$ cat src/rtl/slewrate_sequencer.sv
// slewrate_sequencer
//
// Walks the I/O banks in ascending order and moves each bank's slew-enable
// bit to a requested value. After every bit change it waits SETTLE_CYCLES
// clocks so that the bank controller can settle before the next change.
// At most one SLEWRATEENO bit changes per clock.
//
// Parameters:
//   NUM_BANKS      number of banks driven (1..16)
//   SETTLE_CYCLES  settle wait after each changed bank (1..65535)
//   INIT_VALUE     SLEWRATEENO value after reset
//
// Ports:
//   CLK          rising-edge clock
//   RSTN         asynchronous active-low reset
//   REQ          request to apply TARGET; accepted when READY is high
//   TARGET       requested per-bank slew-enable values
//   ABORT        (only with SLEWRATE_SEQ_ABORT_EN) stop the sequence early
//   READY        high only while idle
//   BUSY         high whenever not idle
//   DONE         one-cycle pulse when a sequence finishes
//   SLEWRATEENO  registered per-bank enable, bit i -> bank i SLEWRATEENI
//
// Build option:
//   SLEWRATE_SEQ_ABORT_EN  adds the ABORT input. Without it every accepted
//                          sequence runs to completion.

module slewrate_sequencer #(
  parameter int unsigned          NUM_BANKS     = 4,
  parameter int unsigned          SETTLE_CYCLES = 16,
  parameter logic [NUM_BANKS-1:0] INIT_VALUE    = '0
) (
  input  logic                 CLK,
  input  logic                 RSTN,
  input  logic                 REQ,
  input  logic [NUM_BANKS-1:0] TARGET,
`ifdef SLEWRATE_SEQ_ABORT_EN
  input  logic                 ABORT,
`endif
  output logic                 READY,
  output logic                 BUSY,
  output logic                 DONE,
  output logic [NUM_BANKS-1:0] SLEWRATEENO
);

  localparam int unsigned IdxW = (NUM_BANKS > 1) ? $clog2(NUM_BANKS) : 1;
  localparam logic [IdxW-1:0] LastIdx = IdxW'(NUM_BANKS - 1);

  localparam logic [1:0] StIdle   = 2'd0;
  localparam logic [1:0] StScan   = 2'd1;
  localparam logic [1:0] StSettle = 2'd2;
  localparam logic [1:0] StDone   = 2'd3;

  logic [1:0]           state_q, state_d;
  logic [IdxW-1:0]      idx_q, idx_d;
  logic [15:0]          cnt_q, cnt_d;
  logic [NUM_BANKS-1:0] target_q, target_d;
  logic [NUM_BANKS-1:0] out_q, out_d;
  logic                 abort_req;

`ifdef SLEWRATE_SEQ_ABORT_EN
  assign abort_req = ABORT;
`else
  assign abort_req = 1'b0;
`endif

  always_comb begin
    state_d  = state_q;
    idx_d    = idx_q;
    cnt_d    = cnt_q;
    target_d = target_q;
    out_d    = out_q;

    unique case (state_q)
      StIdle: begin
        // READY is high throughout idle, so REQ alone means acceptance.
        if (REQ) begin
          target_d = TARGET;
          idx_d    = '0;
          state_d  = StScan;
        end
      end

      StScan: begin
        // Abort wins over a pending write: the current bank stays untouched.
        if (abort_req) begin
          state_d = StDone;
        end else if (target_q[idx_q] != out_q[idx_q]) begin
          out_d[idx_q] = target_q[idx_q];
          cnt_d        = 16'(SETTLE_CYCLES);
          state_d      = StSettle;
        end else if (idx_q == LastIdx) begin
          state_d = StDone;
        end else begin
          idx_d = idx_q + IdxW'(1);
        end
      end

      StSettle: begin
        if (abort_req) begin
          state_d = StDone;
        end else if (cnt_q <= 16'd1) begin
          // Last settle cycle: advance to the next bank or finish.
          cnt_d = '0;
          if (idx_q == LastIdx) begin
            state_d = StDone;
          end else begin
            idx_d   = idx_q + IdxW'(1);
            state_d = StScan;
          end
        end else begin
          cnt_d = cnt_q - 16'd1;
        end
      end

      StDone: begin
        state_d = StIdle;
      end

      default: begin
        state_d = StIdle;
      end
    endcase
  end

  always_ff @(posedge CLK or negedge RSTN) begin
    if (!RSTN) begin
      state_q  <= StIdle;
      idx_q    <= '0;
      cnt_q    <= '0;
      target_q <= '0;
      out_q    <= INIT_VALUE;
    end else begin
      state_q  <= state_d;
      idx_q    <= idx_d;
      cnt_q    <= cnt_d;
      target_q <= target_d;
      out_q    <= out_d;
    end
  end

  assign READY       = (state_q == StIdle);
  assign BUSY        = (state_q != StIdle);
  assign DONE        = (state_q == StDone);
  assign SLEWRATEENO = out_q;

endmodule

$ cat config.mk
export PLATFORM = sky130hd
export DESIGN_NAME = slewrate_sequencer
export DESIGN_NICKNAME = d
export VERILOG_FILES = /design/src/rtl/slewrate_sequencer.sv
export SDC_FILE = /design/constraint.sdc
export NUM_CORES = 1
export LEC_CHECK = 0
export CAP_MARGIN = 20
export CORE_ASPECT_RATIO = 1.4
export CORE_MARGIN = 4
export CORE_UTILIZATION = 40
export CTS_CLUSTER_DIAMETER = 200
export DETAILED_ROUTE_END_ITERATION = 7
export HOLD_SLACK_MARGIN = 0.02
export PLACE_DENSITY = 0.7
export SYNTH_ARGS = -nofsm -noshare
export SYNTH_HDL_FRONTEND = slang
export SYNTH_SLANG_ARGS = --single-unit
$ cat constraint.sdc
create_clock -name CLK -period 5.8 [get_ports CLK]
set_clock_uncertainty 0.05 [all_clocks]
set_input_delay 1.45 -clock CLK [delete_from_list [all_inputs] [get_ports CLK]]
set_output_delay 1.45 -clock CLK [all_outputs]
set_load 0.05 [all_outputs]
==> impl_metrics.tcl <==
set metrics [dict create \
    cpPeakStageDelay_ps 800 \
    cp_max_fo 7 \
    netlist_instances 169 \
    synth_top_area_cell "dfrtp_1" \
    cp_common_cell "inv_1" \
    syn2layout_area_growth_pct 13.93 \
    grt_max_degree 29 \
    wire_per_inst_um 16.75 \
    synthAdderAreaFrac_pct 7.407 \
    yosys-top-cells-count "28 x dfrtp_1, 13 x nand2_1, 11 x a21oi_1, 10 x ha_1, 10 x nor2_1" \
    finalCriticalPeriod_ps 3497 \
    start_kind "flip-flop" \
    async_flop_share_pct 100.0 \
    max_freq_ghz 0.2860 \
    cts_sinks 28 \
    r2r_end "cnt_q[9]" \
    grt_antenna_before_repair 0 \
    root_buffer "clkbuf_8" \
    synth_most_common_cell "dfrtp_1" \
    die_area_um2 5341 \
    synth_area_um2 1689 \
    cts_tree "done" \
    syn-num-nets 186 \
    clkTransAtPathRegs_ps 90 \
    die_x_um 62.92 \
    ios 14 \
    path_cells "inv_1, ha_1, inv_1, clkdlybuf4s50_1" \
    synth_compound_gate_area_share_pct 16.22 \
    grt_pass1_vias 1477 \
    tightest_slew_ps 732.8 \
    vias 1360 \
    clkLatencyLatePin_ps 270 \
    synth_edf_count 0 \
    synth_seq_cells 28 \
    hold_class "reg2reg" \
    post_cts_buffers 0 \
    status "finished, final reports clean" \
    crit_type "reg2out" \
    netlist_top_cells_area "dfrtp_1 41%, ha_1 7.4%, mux2_2 6.0%" \
    rr_worst_depth 5 \
    slew_headroom_pct 51.05 \
    grt_use_total_pct 15.01 \
    fillers 383 \
    grt_pass1_wl_um 6451 \
    synth.mux.area_fraction_pct 10.44 \
    insertedDiodeCount 0 \
    synth_xor_xnor_area_share_pct 3.111 \
    cap_violations 0 \
    path_buf_inv 3 \
    final_max_slew_viol_count 0 \
    row_count 27 \
    timing.final.crit_share_pct 60.29 \
    gp_congestion 0.7806 \
    drc 0 \
    dp_hpwl_um 2887 \
    avgSynthCellArea_um2 9.995 \
    rsz0062_at_grt "no" \
    htree_levels 1 \
    ant_nets 0 \
    worstSetupStartpoint "state_q[1]" \
    io_buffer_count 13 \
    yosysWarnings 0 \
    hp-start "cnt_q[1]" \
    die_h_um 84.89 \
    cts_buffer_depth 2 \
    worst-path-stages 4 \
    worstPathRequired_ps 4300 \
    critPathTopFamily "buffers and inverters" \
    ys_types 39 \
    initial_core_util_pct 42.02 \
    synth_simple_gate_area_share_pct 17.26 \
    cp-end-kind "primary output" \
    finalSetupViolCount 0 \
    vias_per_cell 6.071 \
    dr.first_iter.drc_count 46 \
    hold_end "cnt_q[1]" \
    tns_ps 0 \
    overflow 0 \
    layout-drive-gt1-share_pct 9.945 \
    holdBufCountCts 0 \
    fin_nets 199 \
    critPathSlowestCell "clkdlybuf4s50_1" \
    cts_buffers 3 \
    ys.flop_type "dfrtp_1" \
    finalHoldViolCount 0 \
    coreArea_um2 4020 \
    ctsResizeCount 0 \
    reg2reg_setup_slack_ps 3130 \
    worst_ep_arrival_time_ps 2000 \
    synth_top_family_by_area "simple AND/OR/NAND/NOR gates" \
    wl_um 3753 \
    hold_depth 2 \
    synth-seq-area-share_pct 41.48 \
    dr.pass1.iters 4 \
    netlist.area_leader.share_pct 41.48 \
    r2r-start "idx_q[1]" \
]
[metal layers]
| layer | global-route usage, % | vias up | share of wire [%] |
|---|---|---|---|
| met4 | 5.221 | 0 | 1.7 |
| li1 | - | 642 | - |
| met2 | 29.59 | 19 | 55 |
| met1 | 15.83 | 693 | 41 |
| met5 | 0 | - | 0 |
| met3 | 2.119 | 6 | 2.2 |
[cell usage in the layout, fill, tap and decap left out, types with 6 or more instances in the layout]
cell type        instances
ha_1                    10
dfrtp_1                 28
o21ai_0                  7
a21oi_1                 11
or4_1                    7
o31ai_1                  6
nor2_1                  10
mux2_2                   9
clkdlybuf4s50_1         13
xnor2_1                  6
inv_1                    9
nand2_1                 13
[area by class of cell]
class	instances	area (um^2)	area share, %
multi-input cells	125	919.6	47.79
flip-flops and latches	28	700.7	36.41
repair buffers	15	145.1	7.542
well taps	43	53.80	2.796
clock buffers	3	41.29	2.146
inverters	9	33.78	1.756
clock inverters	1	30.03	1.560
[tightest hold or removal path: stages (launching register included)]
cell,delay (ps)
dfrtp_1,370
nand2_1,50
o31ai_1,60
[metrics by stage]
step	utilization (%)	cell area, um^2	setup WS, ps	hold slack [ps]	std cells
after floorplan	-	1689	2873	413.9	169
after global placement	46.09	1853	2658	430.7	220
after detailed placement	46.09	1853	2600	449.5	220
after CTS	47.87	1924	2289	472.7	224
after global routing	47.87	1924	2184	503.2	224
final	47.87	1924	2303	465.9	224
[flip-flops by register name, indices dropped and copies added, names as in the netlist]
name and count:
idx_q 2, SLEWRATEENO 4, state_q 2, target_q 4, cnt_q 16
[cell families (layout without fill, tap and decap cells)]
| kind of cell | Yosys count | after routing |
|---|---|---|
| adder cells (fa/ha/maj) | 10 | 10 |
| multiplexers | 14 | 14 |
| XOR/XNOR | 6 | 6 |
| buffers and inverters | 16 | 28 |
| AO/OA/AOI/OAI | 41 | 41 |
| flip-flops | 28 | 28 |
| AND/OR/NAND/NOR | 54 | 54 |
[worst max-delay path by stage]
stage          endpoint  slack, ps
2_1_floorplan      BUSY       2870
3_3_place_gp       BUSY       2660
3_5_place_dp       BUSY       2600
4_1_cts            BUSY       2290
5_1_grt            BUSY       2180
6_report           BUSY       2300
Power is left out: the tool's default activity adds up to more than one toggle a clock period on the data nets, which glitch-free logic cannot reach.
